`config.mk`:
```
export PLATFORM = sky130hd
export DESIGN_NAME = core_data_write_buffer
export DESIGN_NICKNAME = d
export VERILOG_FILES = /design/src/rtl/core_data_write_buffer.sv
export SDC_FILE = /design/constraint.sdc
export NUM_CORES = 1
export LEC_CHECK = 0
export ABC_AREA = 1
export BUFFER_PORTS_ARGS = -buffer_cell sky130_fd_sc_hd__buf_2
export CAP_MARGIN = 20
export CORE_ASPECT_RATIO = 2
export CORE_MARGIN = 5
export CORE_UTILIZATION = 49
export DETAILED_ROUTE_END_ITERATION = 10
export GPL_ROUTABILITY_DRIVEN = 0
export PLACE_DENSITY = 0.75
export RECOVER_POWER = 50
export SLEW_MARGIN = 20
export SYNTH_ARGS = -nofsm -noshare
export SYNTH_HDL_FRONTEND = slang
export SYNTH_SLANG_ARGS = --single-unit
```
`constraint.sdc`:
```
create_clock -name clk -period 3.84 [get_ports clk]
set_input_delay 0.768 -clock clk [delete_from_list [all_inputs] [get_ports clk]]
set_output_delay 0.768 -clock clk [all_outputs]
set_load 0.005 [all_outputs]
```
`src/rtl/core_data_write_buffer.sv`:
```
// Posted-write FIFO between the core data port and the bus router; loads pass straight through once ordering is safe.
// Optional WBUF_RD_BYPASS_EN lets loads to words with no buffered store overtake pending stores.
module core_data_write_buffer #(
  parameter int DEPTH = 4
) (
  input  logic                       clk,
  input  logic                       rst_n,
  input  logic                       s_rd_req,
  output logic                       s_rd_gnt,
  input  logic [31:0]                s_rd_addr,
  output logic [31:0]                s_rd_data,
  input  logic                       s_wr_req,
  output logic                       s_wr_gnt,
  input  logic [31:0]                s_wr_addr,
  input  logic [31:0]                s_wr_data,
  input  logic [3:0]                 s_wr_be,
  output logic                       m_rd_req,
  input  logic                       m_rd_gnt,
  output logic [31:0]                m_rd_addr,
  input  logic [31:0]                m_rd_data,
  output logic                       m_wr_req,
  input  logic                       m_wr_gnt,
  output logic [31:0]                m_wr_addr,
  output logic [31:0]                m_wr_data,
  output logic [3:0]                 m_wr_be,
  output logic [$clog2(DEPTH):0]     o_count,
  output logic                       o_empty
);

  localparam int PW = $clog2(DEPTH);
  localparam int CW = PW + 1;

  logic [31:0]   r_addr [DEPTH];
  logic [31:0]   r_data [DEPTH];
  logic [3:0]    r_be   [DEPTH];
  logic [PW-1:0] r_wr_ptr;
  logic [PW-1:0] r_rd_ptr;
  logic [CW-1:0] r_count;

  logic w_full;
  logic w_push;
  logic w_pop;
  logic w_hit;

  assign w_full   = (r_count == CW'(DEPTH));
  assign w_push   = s_wr_req & ~w_full;
  assign w_pop    = (r_count != '0) & m_wr_gnt;

  assign s_wr_gnt = w_push;
  assign m_wr_req = (r_count != '0);
  assign m_wr_addr = r_addr[r_rd_ptr];
  assign m_wr_data = r_data[r_rd_ptr];
  assign m_wr_be   = r_be[r_rd_ptr];
  assign o_count   = r_count;
  assign o_empty   = (r_count == '0);

  // Entry storage carries no reset; validity comes only from the pointers and count.
  always_ff @(posedge clk) begin
    if (w_push) begin
      r_addr[r_wr_ptr] <= s_wr_addr;
      r_data[r_wr_ptr] <= s_wr_data;
      r_be[r_wr_ptr]   <= s_wr_be;
    end
  end

  always_ff @(posedge clk or negedge rst_n) begin
    if (!rst_n) begin
      r_wr_ptr <= '0;
      r_rd_ptr <= '0;
      r_count  <= '0;
    end else begin
      if (w_push) r_wr_ptr <= r_wr_ptr + 1'b1;
      if (w_pop)  r_rd_ptr <= r_rd_ptr + 1'b1;
      if (w_push && !w_pop)      r_count <= r_count + 1'b1;
      else if (w_pop && !w_push) r_count <= r_count - 1'b1;
    end
  end

`ifdef WBUF_RD_BYPASS_EN
  // An entry is live when its distance from the head is below count.
  always_comb begin
    w_hit = s_wr_req;
    for (int i = 0; i < DEPTH; i++) begin
      if ((CW'(PW'(i) - r_rd_ptr) < r_count) &&
          (r_addr[i][31:2] == s_rd_addr[31:2]))
        w_hit = 1'b1;
    end
  end
`else
  assign w_hit = s_wr_req | (r_count != '0);
`endif

  assign m_rd_req  = s_rd_req & ~w_hit;
  assign m_rd_addr = s_rd_addr;
  assign s_rd_gnt  = m_rd_req & m_rd_gnt;
  assign s_rd_data = m_rd_data;

endmodule

```
==> impl_metrics.env <==
export IMPL_core_sq_mm=0.02382
export IMPL_all_layer_global_routing_usage_pct=17.75
export IMPL_grt_antenna_before_repair=4
export IMPL_grt_overflow_total=0
export IMPL_clock_h_tree_levels=1
export IMPL_grt_max_degree=114
export IMPL_drt_wirelength_per_cell_um=18.85
export IMPL_synth_cell_area_sq_mm=0.01184
export IMPL_row_count=80
export IMPL_nFillCells=1961
export IMPL_io_pins=278
export IMPL_worst_skew_pair_late_latency_ns=0.54
export IMPL_synth_common_cells="edfxtp_1 (272), nand2_1 (223), inv_1 (152), o211ai_1 (136), buf_4 (66)"
export IMPL_synth_ff_type="edfxtp_1"
export IMPL_vdd_ir_drop_max_v=0.0004971
export IMPL_number_of_port_buffers=149
export IMPL_critical_path_class="reg2out"
export IMPL_distinct_cell_type_count_of_the_synthesized_netlist=18
export IMPL_clkSlewWorstSetupHoldPaths_ns=0.07
export IMPL_required_time_reported_for_the_critical_path_endpoint_ns=3.07
export IMPL_ratio_of_total_power_to_cell_area_mw_per_mm2=760.7
export IMPL_r2r_setup_slack_ns=1.57
export IMPL_first_pass_iters=4
export IMPL_tightestPinTransition_ns=0.8653
export IMPL_antenna_left=0
export IMPL_timing_critical_path_from_type="flip-flop"
export IMPL_post_cts_repair_setup_buffers=0
export IMPL_layout_skew_ns=0.03039
export IMPL_drt_wl_total_um=24600
export IMPL_synth_top_area_share_pct=68.98
export IMPL_fp_dieW_um=119.9
export IMPL_layout_worst_path_cycle_share_pct=81.26
export IMPL_multi_input_comb_area_sq_mm=0.002049
export IMPL_layout_area_seq_sq_mm=0.008344
export IMPL_wire_length_of_the_first_global_routing_pass_um=37380
export IMPL_num_vias=6778
export IMPL_numCtsBuffers=24
export IMPL_cts_hold_fix_buffers=0
export IMPL_final_hold_fails=0
export IMPL_first_global_vias=6904
export IMPL_regToRegStartpoint="o_count[1]"
export IMPL_critical_path_max_fanout=113
export IMPL_synthArstFlopShare_pct=2.509
export IMPL_clock_tree_from_tritoncts="done"
export IMPL_cts_root_buf="clkbuf_16"
export IMPL_vias_per_cell=5.194
export IMPL_fin_setup_tns_ns=0
export IMPL_synth_edf_count=272
export IMPL_initial_core_util_pct=49.70
export IMPL_drv_max_cap_violation_count=0
export IMPL_max_freq_mhz=320.5
export IMPL_arrival_ns=2.35
export IMPL_drv_slew=0
export IMPL_post_route_cells_drive_above_1_share_pct=13.57
export IMPL_synthDominantAreaCellType="edfxtp_1"
export IMPL_synth_cells=923
export IMPL_synth_seq_area_share_pct=70.46
export IMPL_clockBufferDepth=3
export IMPL_yosysWarnings=0
export IMPL_result_of_the_run="finished, final reports clean"
export IMPL_postSynthNetCount=1067
export IMPL_drcViolationCount=0
export IMPL_endpoint_kind="output port"
export IMPL_hold_path_class="in2async"
export IMPL_report_final_setup_viol=0
export IMPL_drt_first_iter_violations=454
export IMPL_postSynthRegisterBits=279
export IMPL_tritoncts_num_sinks=279
export IMPL_leakage_power_summed_over_all_cells_nw=5.159
export IMPL_synth_area_per_cell_sq_um=12.83
export IMPL_die_area_sq_mm=0.02756
export IMPL_hpwl_um=15770
export IMPL_finalCriticalPeriod_ns=3.120
export IMPL_count_of_cells_resized_by_post_cts_repair=0
export IMPL_post_synth_main_area_contributors="edfxtp_1 (69%), o211ai_1 (8.6%), nand2_1 (7.1%), inv_1 (4.8%), buf_4 (4.2%)"
export IMPL_finish_instance_area_sq_mm=0.01307
export IMPL_r2r_cells=5
export IMPL_placedInstanceArea_sq_mm=0.01227
export IMPL_floorplan_die_height_um=229.8
export IMPL_syn_to_final_growth_pct=10.37
export IMPL_grt_setup_unrepaired="no"
export IMPL_regToRegEndpoint="r_data[3][24]"
export IMPL_yosys_cell_count_top_type="edfxtp_1"
export IMPL_slew_hr_pct=42.31
export IMPL_nets=1143
==> how the worst max path moves through the flow <==
stage	startpoint	endpoint	cells past startpoint	slack, ns
6_report	r_rd_ptr[0]	m_wr_addr[3]	5	0.72
5_1_grt	r_rd_ptr[0]	m_wr_addr[3]	5	0.57
3_5_place_dp	r_rd_ptr[0]	m_wr_addr[31]	6	1.34
2_1_floorplan	s_wr_req	r_addr[0][0]	2	-0.41
3_3_place_gp	r_rd_ptr[0]	m_wr_addr[0]	6	1.38
4_1_cts	r_rd_ptr[0]	m_wr_addr[31]	6	0.75
==> per-layer routing <==
metal	track usage, %	vias to the layer above	wire, um
li1	-	3267	-
met1	17.02	3198	8121
met2	33.23	195	13430
met3	3.714	112	1420
met4	11.72	6	1585
met5	0	-	40
==> worst max-delay path: stages (launching register included) <==
cell and delay [ns]:
dfrtp_1 0.42, clkinv_4 0.39, buf_12 0.39, o211ai_1 0.24
nand2_1 0.13, buf_2 0.15
==> cell type report <==
| type | count | share of cell area (%) |
|---|---|---|
| Clock buffer | 26 | 4.653 |
| Tap cell | 287 | 2.748 |
| Clock inverter | 18 | 2.106 |
| Sequential cell | 279 | 63.85 |
| Multi-Input combinational cell | 381 | 15.68 |
| Inverter | 154 | 4.462 |
| Antenna cell | 1 | 0.01915 |
| Timing Repair Buffer | 159 | 6.473 |
==> power breakdown <==
group | switching (mW) | internal [mW]
combinational | 2.07 | 1.09
sequential | 0.150 | 4.00
clock | 1.06 | 1.57
==> per-stage QoR <==
stage	std cells	setup WS (ns)	hold WS, ns	total power, mW	utilization (%)
finish	1305	0.7197	0.1705	9.940	54.85
global route	1305	0.5749	0.1901	10.55	54.85
CTS	1304	0.7482	0.05426	10.11	55.21
detailed placement	1260	1.339	0.5213	7.482	51.50
global placement	1260	1.382	0.5102	7.397	51.50
floorplan	923	-0.4076	0.4724	6.459	-
==> layout by cell type (no fill, tap or decap) <==
cell	instances
dfrtp_2	1
buf_2	79
clkinvlp_4	2
bufinv_16	6
nand4_1	1
clkbuf_16	24
o21ai_0	1
nor2_4	4
buf_12	9
nand3_1	7
o211ai_1	136
clkbuf_1	72
nor2_1	1
buf_4	1
ha_1	5
inv_1	152
diode_2	1
xnor2_1	1
inv_2	1
clkinv_2	6
fa_1	1
nor3_1	1
dfrtp_1	6
clkinv_4	3
nand2_1	223
edfxtp_1	272
clkinv_8	2
==> registers in the layout (all words and copies together), names as in the netlist <==
register and flops:
o_count 3, r_wr_ptr 2, r_data 128, r_rd_ptr 2, r_addr 128, r_be 16
==> kinds of logic (layout without fill, tap and decap cells) <==
family / Yosys count / in the layout / share of synthesized area, %
other cells: 0 / 1 / 0
flops: 279 / 279 / 70.46
buf+inv: 263 / 357 / 12.48
xor+xnor: 1 / 1 / 0.07399
fa+ha+maj: 6 / 6 / 0.6975
simple gates: 237 / 237 / 7.619
compound gates: 137 / 137 / 8.665
(Power assumes the default switching activity.)
